===== src/rtl/sfx_sequencer.sv =====
// sfx_sequencer: plays fixed note sequences (EAT, GAMEOVER) from an internal
// ROM into the synthesizer tone generator. Each note holds a frequency for a
// number of prescaled ticks while `signal` is high.
// Optional feature: define SFX_GAP_EN to insert GAP_TICKS silent ticks
// between consecutive notes of a sequence (none after the last note).
module sfx_sequencer #(
  parameter int CLK_HZ    = 100_000_000,
  parameter int TICK_HZ   = 1000,
  parameter int GAP_TICKS = 10
) (
  input  logic        clk,
  input  logic        rst,
  input  logic        eat,
  input  logic        game_over,
  output logic [11:0] in_freq,
  output logic        signal,
  output logic        busy,
  output logic        done
);

  localparam int DIV = CLK_HZ / TICK_HZ;
  localparam int PW  = (DIV > 1) ? $clog2(DIV) : 1;
  // Duration field is 9 bits wide so the 400-tick closing note fits.
  localparam int DW  = 9;

  localparam logic [2:0] EAT_ADDR = 3'd0;
  localparam logic [2:0] GO_ADDR  = 3'd3;

  typedef struct packed {
    logic [11:0]   freq;
    logic [DW-1:0] dur;
  } rom_entry_t;

  typedef enum logic [2:0] {
    IDLE,
    LOAD,
    PLAY,
`ifdef SFX_GAP_EN
    GAP,
`endif
    FINISH
  } state_t;

  // Constant note table; dur == 0 marks the end of a sequence.
  function automatic rom_entry_t rom_lookup(input logic [2:0] a);
    rom_entry_t e;
    e = '{freq: 12'd0, dur: '0};
    case (a)
      3'd0:    e = '{freq: 12'd880,  dur: 9'd40};
      3'd1:    e = '{freq: 12'd1320, dur: 9'd60};
      3'd3:    e = '{freq: 12'd440,  dur: 9'd200};
      3'd4:    e = '{freq: 12'd330,  dur: 9'd200};
      3'd5:    e = '{freq: 12'd220,  dur: 9'd400};
      default: e = '{freq: 12'd0,    dur: '0};
    endcase
    return e;
  endfunction

  state_t        state, state_next;
  logic [2:0]    addr, addr_next;
  logic          go_seq, go_seq_next;   // active sequence is GAMEOVER
  logic [11:0]   freq_q;
  logic [DW-1:0] dur_q;
  logic [PW-1:0] presc;
  logic [DW-1:0] tick_cnt;
  logic          tick;
  logic          timed;
  logic          cnt_clr;
  rom_entry_t    rom_q;
`ifdef SFX_GAP_EN
  rom_entry_t    rom_nx;
`endif

  assign tick = (presc == PW'(DIV - 1));

  // ROM reads for the current entry (and the next one, to skip a trailing gap).
  always_comb begin
    rom_q = rom_lookup(addr);
`ifdef SFX_GAP_EN
    rom_nx = rom_lookup(addr + 3'd1);
`endif
  end

  // Next-state logic: sequence progress first, then triggers override it.
  always_comb begin
    // NOTE: every variable gets a default here so no latch is inferred.
    state_next  = state;
    addr_next   = addr;
    go_seq_next = go_seq;
    timed       = 1'b0;

    case (state)
      IDLE: ;
      LOAD: state_next = (rom_q.dur == '0) ? FINISH : PLAY;
      PLAY: begin
        timed = 1'b1;
        if (tick && (tick_cnt + 9'd1 == dur_q)) begin
          addr_next = addr + 3'd1;
`ifdef SFX_GAP_EN
          state_next = (rom_nx.dur == '0) ? LOAD : GAP;
`else
          state_next = LOAD;
`endif
        end
      end
`ifdef SFX_GAP_EN
      GAP: begin
        timed = 1'b1;
        if (tick && (tick_cnt + 9'd1 == DW'(GAP_TICKS)))
          state_next = LOAD;
      end
`endif
      FINISH:  state_next = IDLE;
      default: state_next = IDLE;
    endcase

    // GAMEOVER preempts anything; EAT restarts EAT but never interrupts GAMEOVER.
    if (game_over) begin
      state_next  = LOAD;
      addr_next   = GO_ADDR;
      go_seq_next = 1'b1;
    end else if (eat && !(go_seq && state != IDLE && state != FINISH)) begin
      state_next  = LOAD;
      addr_next   = EAT_ADDR;
      go_seq_next = 1'b0;
    end

    // Prescaler and tick counter restart at every note or gap start.
    cnt_clr = !timed || (state_next != state);
  end

  // State register and sequence position.
  always_ff @(posedge clk or posedge rst) begin
    // NOTE: sequential state uses non-blocking assignments only.
    if (rst) begin
      state  <= IDLE;
      addr   <= '0;
      go_seq <= 1'b0;
    end else begin
      state  <= state_next;
      addr   <= addr_next;
      go_seq <= go_seq_next;
    end
  end

  // Latch the note on LOAD -> PLAY and run the tick prescaler/counter.
  always_ff @(posedge clk or posedge rst) begin
    if (rst) begin
      freq_q   <= '0;
      dur_q    <= '0;
      presc    <= '0;
      tick_cnt <= '0;
    end else begin
      if (state == LOAD && state_next == PLAY) begin
        freq_q <= rom_q.freq;
        dur_q  <= rom_q.dur;
      end
      if (cnt_clr) begin
        presc    <= '0;
        tick_cnt <= '0;
      end else if (tick) begin
        presc    <= '0;
        tick_cnt <= tick_cnt + 9'd1;
      end else begin
        presc <= presc + PW'(1);
      end
    end
  end

  // Registered outputs derived from the current state; LOAD holds the tone.
  always_ff @(posedge clk or posedge rst) begin
    if (rst) begin
      in_freq <= '0;
      signal  <= 1'b0;
      busy    <= 1'b0;
      done    <= 1'b0;
    end else begin
      busy <= (state != IDLE) && (state != FINISH);
      done <= (state == FINISH);
      case (state)
        PLAY: begin
          signal  <= 1'b1;
          in_freq <= freq_q;
        end
        LOAD: ;
`ifdef SFX_GAP_EN
        GAP: signal <= 1'b0;
`endif
        default: begin
          signal  <= 1'b0;
          in_freq <= '0;
        end
      endcase
    end
  end

  // The ROM is a constant table, so it has no reset and no storage.

endmodule


===== config.mk =====
export PLATFORM = sky130hd
export DESIGN_NAME = sfx_sequencer
export DESIGN_NICKNAME = d
export VERILOG_FILES = /design/src/rtl/sfx_sequencer.sv
export SDC_FILE = /design/constraint.sdc
export NUM_CORES = 1
export LEC_CHECK = 0
export BUFFER_PORTS_ARGS = -buffer_cell sky130_fd_sc_hd__buf_2
export CAP_MARGIN = 15
export CORE_AREA = 3 3 103 56
export CTS_CLUSTER_DIAMETER = 200
export DETAILED_ROUTE_END_ITERATION = 8
export DIE_AREA = 0 0 106 59
export PLACE_DENSITY = 0.94
export SYNTH_ARGS = -nofsm -noshare
export SYNTH_HDL_FRONTEND = slang
export SYNTH_SLANG_ARGS = --single-unit

===== constraint.sdc =====
create_clock -name clk -period 4.7 [get_ports clk]
set_clock_uncertainty 0.15 [all_clocks]
set_input_delay 0.94 -clock clk [delete_from_list [all_inputs] [get_ports clk]]
set_output_delay 0.94 -clock clk [all_outputs]
set_load 0.02 [all_outputs]

==> summary.md, run 1 <==
| Metric | Value |
|---|---|
| FF-to-FF setup slack | 1.61 ns |
| Max-slew violations | 0 |
| Slowest Stage Delay on Critical Path | 0.50 ns |
| Worst-Margin Slew | 0.724 ns |
| Sum Neg Setup Slack | 0 ns |
| Clk sinks | 60 |
| R2R Path Start | tick_cnt[0]$_DFFE_PP0P_ |
| Commonest non-fill, non-tap cell in the layout | dfrtp_1 |
| Nets | 350 |
| Worst-case reg-to-reg path depth | 7 |
| Internal | 0.918 mW |
| Switching power total | 0.313 mW |
| Most frequent cells in the layout | 60 x dfrtp_1, 54 x nor2_1, 17 x nand2_1 |
| Filler cells | 301 |
| CTS tree | done |
| Post-layout minimum cycle time | 3.09 ns |
| Leakage | 1.47 nW |
| Worst hold path class | reg -> reg |
| Cell row count | 18 |
| Port bufs | 16 |
| Comb pwr share | 11.5% |
| PD cells | 355 mW/mm2 |
| Overflow after GRT | 0 |
| Status | finished clean |
| Total track usage | 23.1% |
| Tcrit/Tclk final | 65.8% |
| Initial DRC Count | 243 |
| Startpoint types | flip-flop |
| Crit-path slowest cell | dfrtp_1 |
| Initial antenna violation count | 0 |
| Placer congestion estimate | 0.928 |
| Hold Crit Depth | 1 |
| Fraction of layout cells with a size suffix above 1 | 14.6% |
| Critical path class | reg -> reg |
| Total CTS buffers | 9 |
| Worst-path cell chain | ha_1, nor2b_1, a211oi_1, o31ai_1, o211ai_1, or2_4, a311o_1 |
| Hold endpoint | presc[0]$_DFF_PP0_ |
| Number of flops mapped to enable cells by yosys | 0 |
| Die area | 0.00625 mm2 |
| Arr. time, crit path | 3.17 ns |
| Via Count | 2462 |
| Vias in the first global route | 2508 |
| CORE AREA | 0.00486 mm2 |
| Post-CTS sizing | 0 |
| Routed Antenna Nets | 0 |
| FF+latch area | 0.00150 mm2 |
| Drt via density | 5.96 |
| Avg Inst Size Synth | 9.68 um2 |
| Cell Area, Placed | 0.00325 mm2 |
| Post-CTS Setup Inserts | 0 |
| Post-synth ARST share | 100% |
| Die width | 106 um |
| Wirelength per Cell | 15.8 um |
| Max Buffers Root-to-Sink | 2 |
| HPWL after DPL | 4350 um |
| Worst-Skew Late Latency | 0.34 ns |
| Max-cap viol count | 0 |
| Yosys warning total | 0 |
| Worst Path Max Fanout | 10 |
| R2r endpoint | addr[1]$_DFFE_PP0P_ |
| Chip height | 59 um |
| FF+latch count, synth | 60 |
| Final hold viol count | 0 |
| Worst setup EP type | flip-flop |
| Sw frac | 25.4% |
| Seq pwr share | 47.5% |
| Area of the multi-input gates | 0.00152 mm2 |
| Design area | 0.00346 mm2 |
| # IOs | 19 |
| Drt first pass iters | 5 |
| H-tree levels | 3 |
| Synth Flop Type | dfrtp_1 |
| Syn Inst Count | 325 |
| VDD IR max | 0.209 mV |
| Post-route DRC | 0 |
| Max-slew headroom | 51.7% |
| Clock Pin Slew Worst Setup and Hold Paths | 0.06 ns |
| Clk pwr share | 41.0% |
| Setup-failing EPs final | 0 |
| Unrepaired setup endpoints after global routing | no |
| Distinct cells, synth | 52 |
| Largest net degree at the start of global routing | 61 |
| CTS Hold Bufs | 0 |
| Post-synthesis sequential area ratio | 47.7% |
| Hold path start | presc[0]$_DFF_PP0_ |
| WP data required | 4.77 ns |
| Max Freq | 0.323 GHz |
| Global-route wire length before repair | 11300 um |
| Final WL | 6540 um |
| Initial Util | 64.7% |
| Area grow syn2layout | 10.1% |
| Root buffer cell | clkbuf_8 |
| Netlist Area Pre-Place | 0.00315 mm2 |
| ANT cells | 0 |
==> final cells by class <==
class / instances / share of cell area [%]
Tap cell: 70 / 2.53
Clock buffer: 11 / 4.08
Sequential cell: 60 / 43.3
Inverter: 13 / 1.41
Timing Repair Buffer: 17 / 2.53
Multi-Input combinational cell: 237 / 44.0
Clock inverter: 5 / 2.17
==> power by group through the flow <==
stage               clock network (mW)  logic, mW  registers, mW
global placement                     0      0.132          0.591
floorplan                            0      0.114          0.583
detailed placement                   0      0.139          0.592
CTS                              0.511      0.142          0.583
global route                     0.536      0.159          0.589
finish                           0.505      0.142          0.585
==> worst max-delay path, delay by kind of cell, from the launching register on <==
kind                       cells  cell delay, ns
DFF                            1            0.50
AOI/OAI and AO/OA              4            1.22
adders and majority gates      1            0.43
and+or+nand+nor                2            0.68
==> sequential cells by signal, summed over array words and instances (netlist names) <==
register	cells
signal	1
tick_cnt	9
freq_q	8
dur_q	6
state	3
busy	1
go_seq	1
addr	3
done	1
presc	17
in_freq	10
==> stage by stage <==
stage          hold slack [ns]  power [mW]  worst slack, ns  std cells  utilization, %
6_report                 0.338        1.23             1.61        413            71.2
4_1_cts                  0.337        1.24             1.73        413            71.2
5_1_grt                  0.349        1.28             1.47        413            71.2
2_1_floorplan            0.298       0.697             2.13        327               -
3_3_place_gp             0.314       0.722             1.89        397            66.8
3_5_place_dp             0.324       0.731             1.78        397            66.8
==> cell families after synthesis <==
group                    share of synthesized area, %
buffers and inverters                            4.14
AND/OR/NAND/NOR                                  21.2
other                                           0.119
flip-flops                                       47.7
XOR/XNOR                                         8.07
adder cells (fa/ha/maj)                          3.18
multiplexers                                     2.78
AO/OA/AOI/OAI                                    12.8
==> cells in the mapped netlist, types with 5 or more instances <==
library cell	instances	area [um2]
xnor2_1	13	114
clkbuf_1	9	33.8
a22oi_1	10	75.1
nand2_1	17	63.8
inv_1	13	48.8
a21oi_1	14	70.1
nand4_1	10	62.6
o21ai_0	11	55.1
and3_1	5	31.3
xor2_1	16	140
nand3_1	14	70.1
nor2_1	54	203
nor3_1	5	25.0
dfrtp_1	60	1500
mux2_2	6	67.6
ha_1	8	100
==> routing by layer <==
layer  routed length [um]  global-route usage, %  share of wire [%]  vias to the layer above
met4                  175                   9.04                2.7                        0
li1                     -                      -                  -                     1148
met3                  423                   7.73                6.5                       19
met2                 3250                   41.5                 50                       98
met1                 2690                   26.1                 41                     1197
met5                    0                      0                  0                        -
==> worst max path at each step <==
stage | to | cells after the start | from
detailed placement | dur_q[3]$_DFFE_PP0P_ | 5 | state[1]$_DFF_PP0_
CTS | addr[1]$_DFFE_PP0P_ | 7 | tick_cnt[0]$_DFFE_PP0P_
global placement | freq_q[4]$_DFFE_PP0P_ | 4 | game_over
finish | addr[1]$_DFFE_PP0P_ | 7 | tick_cnt[0]$_DFFE_PP0P_
global route | addr[1]$_DFFE_PP0P_ | 7 | tick_cnt[1]$_DFFE_PP0P_
floorplan | addr[0]$_DFFE_PP0P_ | 1 | rst
Note: power is estimated with default switching activity, not from simulation.
==> inputs of run 2 (changes only) <==
CORE_AREA = 3 3 111 60   (was 3 3 103 56)
DIE_AREA = 0 0 114 63   (was 0 0 106 59)
PLACE_DENSITY = 0.87   (was 0.94)
clock period = 2.7 ns   (was 4.7 ns; I/O delays follow)
==> summary.md, run 2 (synthesized netlist as in run 1, its figures left out) <==
| Metric | Value |
|---|---|
| Initial DRC Count | 258 (+6.2%) |
| # IOs | 19 (unchanged) |
| Largest net degree at the start of global routing | 61 (unchanged) |
| Arr. time, crit path | 2.65 ns (-0.52 ns) |
| Area grow syn2layout | 15.7% |
| Fraction of layout cells with a size suffix above 1 | 18.3% (+3.7 points) |
| ANT cells | 0 (unchanged) |
| Nets | 364 (+4.0%) |
| Worst Path Max Fanout | 9 (-1) |
| Overflow after GRT | 0 (unchanged) |
| Setup-failing EPs final | 0 (unchanged) |
| Max Buffers Root-to-Sink | 2 (unchanged) |
| Tcrit/Tclk final | 97.1% (+31 points) |
| H-tree levels | 3 (unchanged) |
| Placer congestion estimate | 0.938 (+1.1%) |
| Area of the multi-input gates | 0.00153 mm2 (+0.16%) |
| Initial antenna violation count | 0 (unchanged) |
| Most frequent cells in the layout | 60 x dfrtp_1, 54 x nor2_1, 17 x nand2_1 |
| Worst setup path end | tick_cnt[2]$_DFFE_PP0P_ |
| Unrepaired setup endpoints after global routing | no |
| Die width | 114 um (+7.5%) |
| R2r endpoint | tick_cnt[2]$_DFFE_PP0P_ |
| Max-slew violations | 0 (unchanged) |
| Routed Antenna Nets | 0 (unchanged) |
| Worst-case reg-to-reg path depth | 6 (-1) |
| Design area | 0.00364 mm2 (+5.1%) |
| Drt first pass iters | 5 (unchanged) |
| Die area | 0.00718 mm2 (+15%) |
| Util after Layout | 62.2% (-9.0 points) |
| Worst hold path class | in -> async |
| Total CTS buffers | 9 (unchanged) |
| CTS Hold Bufs | 0 (unchanged) |
| WP data required | 2.73 ns (-2.04 ns) |
| Final hold viol count | 0 (unchanged) |
| Largest Register | presc |
| FF+latch area | 0.00150 mm2 (unchanged) |
| Largest regs | presc: 17 flops, in_freq: 10 flops, tick_cnt: 9 flops |
| CTS tree | done |
| Max-slew headroom | 50.6% (-1.2 points) |
| Drt via density | 6.01 (+0.84%) |
| Commonest non-fill, non-tap cell in the layout | dfrtp_1 |
| R2R Path Start | tick_cnt[0]$_DFFE_PP0P_ |
| Root buffer cell | clkbuf_16 |
| Clk sinks | 60 (unchanged) |
| Post-layout minimum cycle time | 2.62 ns (-0.473 ns) |
| Cell row count | 20 (+2) |
| Max-cap viol count | 0 (unchanged) |
| Vias in the first global route | 2427 (-3.2%) |
| Largest register FFs | 17 (unchanged) |
| Critical path class | reg -> reg |
| Worst-Margin Slew | 0.742 ns (+0.0178 ns) |
| Cell Area, Placed | 0.00336 mm2 (+3.5%) |
| Chip height | 63 um (+6.8%) |
| Total track usage | 22.2% (-0.89 points) |
| Max Freq | 0.382 GHz (+18%) |
| VDD IR max | 0.466 mV (+120%) |
| Initial Util | 53.7% (-11 points) |
| CORE AREA | 0.00586 mm2 (+20%) |
| Clock Pin Slew Worst Setup and Hold Paths | 0.05 ns (about the same) |
| Status | finished clean |
| Port bufs | 16 (unchanged) |
| Sum Neg Setup Slack | 0 ns (unchanged) |
| Worst Setup SP | tick_cnt[0]$_DFFE_PP0P_ |
| HPWL after DPL | 5180 um (+19%) |
| Startpoint types | flip-flop |
| Worst-Skew Late Latency | 0.33 ns (about the same) |
| PD cells | 643 mW/mm2 (+81%) |
| Final WL | 7410 um (+13%) |
| Global-route wire length before repair | 12100 um (+7.2%) |
| Filler cells | 483 (+60%) |
| Leakage | 1.57 nW (+6.8%) |
| Post-route DRC | 0 (unchanged) |
| Wirelength per Cell | 17.2 um (+8.4%) |
| Via Count | 2597 (+5.5%) |
| Total power | 2.34 mW (+90%) |
| Worst setup EP type | flip-flop |
| FF-to-FF setup slack | 0.08 ns (-1.53 ns) |
[run 2: changes by cell type in the layout (fill, tap and decap cells not counted)]
cell	delta
clkinv_2	-1
clkbuf_1	-1
clkbuf_16	+9
and3_1	-1
and4_2	+1
and3_2	+1
buf_4	+14
clkbuf_8	-7
and4_1	-1
bufinv_16	-2
[run 2: metrics by stage]
| step | setup WS, ns | cells | hold WS (ns) |
|---|---|---|---|
| global route | 0.00739 | 432 | 0.303 |
| detailed placement | 0.125 | 418 | 0.321 |
| finish | 0.0796 | 432 | 0.259 |
| CTS | 0.105 | 432 | 0.283 |
| floorplan | 0.156 | 327 | 0.298 |
| global placement | 0.205 | 418 | 0.317 |
[run 2: worst max-delay path, cell delays in order (launching register included)]
cell and delay, ns:
dfrtp_1 0.38, ha_1 0.29, or4_4 0.56, a211oi_2 0.25, nor3_1 0.15, o311ai_4 0.55, nor2_1 0.14
[run 2: area by class of cell]
type	instances	share of cell area (%)
Clock inverter	2	0.275
Timing Repair Buffer	31	5.29
Multi-Input combinational cell	237	41.9
Sequential cell	60	41.2
Clock buffer	12	7.32
Tap cell	77	2.65
Inverter	13	1.34
[run 2: per-layer routing]
layer	vias up	routed length [um]	GRT usage [%]
li1	1182	-	-
met1	1212	3320	32.7
met2	176	2930	28.1
met3	27	993	8.22
met4	0	167	10.8
met5	-	0	0
[run 2: worst min-delay path by stage]
stage               slack [ns]  cells past startpoint                      to
floorplan                 0.30                      1      presc[0]$_DFF_PP0_
global placement          0.32                      1      presc[0]$_DFF_PP0_
detailed placement        0.32                      1      go_seq$_DFFE_PP0P_
CTS                       0.28                      2      go_seq$_DFFE_PP0P_
global route              0.30                      2      go_seq$_DFFE_PP0P_
finish                    0.26                      3  in_freq[9]$_DFFE_PP0N_
[run 2: where the power goes]
| group | internal [mW] | switching [mW] |
|---|---|---|
| registers | 0.960 | 0.0533 |
| clock network | 0.679 | 0.366 |
| logic | 0.118 | 0.163 |
| total | 1.76 | 0.582 |
[run 2: repair_timing]
item / CTS / global route
endpoints found under the setup margin: 0 / 7
buffers inserted: 0 / 0
gates resized for setup: 0 / 2
==> inputs of run 3 (changes only) <==
CORE_AREA = 3 3 117 63   (was 3 3 111 60)
DIE_AREA = 0 0 120 66   (was 0 0 114 63)
PLACE_DENSITY = 0.8   (was 0.87)
==> summary.md, run 3 (synthesized netlist as in run 1, its figures left out) <==
| Metric | Value |
|---|---|
| Status | finished clean |
| Most frequent cells in the layout | 60 x dfrtp_1, 54 x nor2_1, 17 x nand2_1 |
| Die width | 120 um (+5.3%) |
| Worst-Skew Late Latency | 0.33 ns (about the same) |
| Initial antenna violation count | 0 (unchanged) |
| Largest net degree at the start of global routing | 37 (-39%) |
| Drt first pass iters | 5 (unchanged) |
| Worst-case reg-to-reg path depth | 8 (+2) |
| H-tree levels | 3 (unchanged) |
| Worst Setup SP | tick_cnt[0]$_DFFE_PP0P_ |
| Slowest Stage Delay on Critical Path | 0.42 ns (-0.14 ns) |
| CTS tree | done |
| Worst-Margin Slew | 0.602 ns (-0.140 ns) |
| Drt via density | 5.45 (-9.4%) |
| Largest register FFs | 17 (unchanged) |
| Chip height | 66 um (+4.8%) |
| Final WL | 6820 um (-7.9%) |
| Port bufs | 16 (unchanged) |
| Max-slew headroom | 59.5% (+8.9 points) |
| Fraction of layout cells with a size suffix above 1 | 18.0% (-0.28 points) |
| Arr. time, crit path | 2.63 ns (-0.02 ns) |
| Clock Pin Slew Worst Setup and Hold Paths | 0.05 ns (about the same) |
| Overflow after GRT | 0 (unchanged) |
| Max-cap viol count | 0 (unchanged) |
| Wirelength per Cell | 15.3 um (-11%) |
| R2R Path Start | tick_cnt[0]$_DFFE_PP0P_ |
| Crit-path slowest cell | o31ai_1 |
| VDD IR max | 0.434 mV (-6.9%) |
| Clk sinks | 60 (unchanged) |
| Worst Path Max Fanout | 8 (-1) |
| Largest regs | presc: 17 flops, in_freq: 10 flops, tick_cnt: 9 flops |
| Tcrit/Tclk final | 95.2% (-1.8 points) |
| Nets | 363 (-0.27%) |
| Critical path class | reg -> reg |
| Root buffer cell | clkbuf_16 |
| Worst hold path class | in -> async |
| Total power | 2.53 mW (+8.3%) |
| FF-to-FF setup slack | 0.13 ns (+0.05 ns) |
| Pre-CTS WS | 0.175 ns (+0.0496 ns) |
| PD cells | 681 mW/mm2 (+5.9%) |
| Area grow syn2layout | 18.4% |
| Global-route wire length before repair | 11300 um (-6.9%) |
| R2r endpoint | addr[1]$_DFFE_PP0P_ |
| Max-slew violations | 0 (unchanged) |
| Worst-path cell chain | ha_1, buf_4, nor2b_1, a211oi_1, o31ai_1, o211ai_1, or2_4, a311o_1 |
| WP data required | 2.76 ns (+0.03 ns) |
| Commonest non-fill, non-tap cell in the layout | dfrtp_1 |
| Sum Neg Setup Slack | 0 ns (unchanged) |
| ANT cells | 0 (unchanged) |
| Total track usage | 18.9% (-3.3 points) |
| # IOs | 19 (unchanged) |
| Via Count | 2434 (-6.3%) |
| Cell row count | 21 (+5.0%) |
| Total CTS buffers | 9 (unchanged) |
| CTS Hold Bufs | 0 (unchanged) |
| Largest Register | presc |
| Setup-failing EPs final | 0 (unchanged) |
| Initial Util | 48.5% (-5.3 points) |
| Unrepaired setup endpoints after global routing | no |
| Final hold viol count | 0 (unchanged) |
| Die area | 0.00792 mm2 (+10%) |
| Post-route DRC | 0 (unchanged) |
| Max Freq | 0.389 GHz (+1.9%) |
| HPWL after DPL | 4800 um (-7.4%) |
| Routed Antenna Nets | 0 (unchanged) |
| Post-layout minimum cycle time | 2.57 ns (-0.0498 ns) |
| Startpoint types | flip-flop |
| Worst setup EP type | flip-flop |
| Initial DRC Count | 226 (-12%) |
| Max Buffers Root-to-Sink | 2 (unchanged) |
| Worst setup margin | 0.129 ns (+0.0498 ns) |
| Util after Layout | 57.4% (-4.8 points) |
| CORE AREA | 0.00649 mm2 (+11%) |
| Leakage | 1.59 nW (+1.4%) |
| Placer congestion estimate | 0.988 (+5.4%) |
| Vias in the first global route | 2183 (-10%) |
## run 3: cell count changes in the layout (fill, tap and decap cells not counted)
cell / previous run / this run
and4_1: 1 / 2
and4_2: 1 / 0
buf_12: 0 / 2
buf_4: 15 / 12
bufinv_16: 0 / 2
clkbuf_8: 3 / 2
clkinv_2: 2 / 1
clkinvlp_4: 0 / 1
## run 3: area by class of cell
cell class	count	area [um2]
fill	576	2770
multi-input combinational	237	1520
sequential	60	1500
clock buffer	11	253
timing repair buffer	30	210
tap	92	115
clock inverter	4	72.6
inverter	13	48.8
## run 3: metal layers
metal	global-route usage [%]	wire (um)
met5	0	0
met3	7.69	528
met2	22.0	2480
met4	5.56	68
met1	30.1	3740
## run 3: worst max-delay path, delay by kind of cell, from the launching register on
| family | cells | cell delay, ns |
|---|---|---|
| adders and majority gates | 1 | 0.23 |
| and+or+nand+nor | 2 | 0.46 |
| buffers and inverters | 1 | 0.18 |
| AOI/OAI and AO/OA | 4 | 1.06 |
| DFF | 1 | 0.38 |
## run 3: worst max path at each step
stage                             to  slack (ns)  cells after the start
2_1_floorplan    addr[1]$_DFFE_PP0P_        0.16                      7
3_3_place_gp     addr[1]$_DFFE_PP0P_        0.23                      8
3_5_place_dp    dur_q[4]$_DFFE_PP0P_        0.17                      6
4_1_cts        freq_q[6]$_DFFE_PP0P_        0.15                      6
5_1_grt          addr[2]$_DFFE_PP0P_        0.05                      9
6_report         addr[1]$_DFFE_PP0P_        0.13                      8
## run 3: what timing repair did
item / CTS / global route
setup endpoints to repair: 0 / 8
gates resized for setup: 0 / 1
endpoints found under the hold margin: 0 / 0
buffers inserted: 0 / 1
## run 3: through the flow
step           hold WS, ns  instances  area, um2
2_1_floorplan        0.298        327       3150
6_report             0.106        447       3720
3_3_place_gp         0.312        431       3380
4_1_cts              0.110        446       3700
5_1_grt              0.147        447       3720
3_5_place_dp         0.318        431       3380
## run 3: where the power goes
group / internal, mW / total [mW] / leakage [nW] / switching [mW]
Combinational: 0.118 / 0.276 / 0.642 / 0.157
Clock: 0.850 / 1.24 / 0.158 / 0.395
Sequential: 0.959 / 1.01 / 0.793 / 0.0553
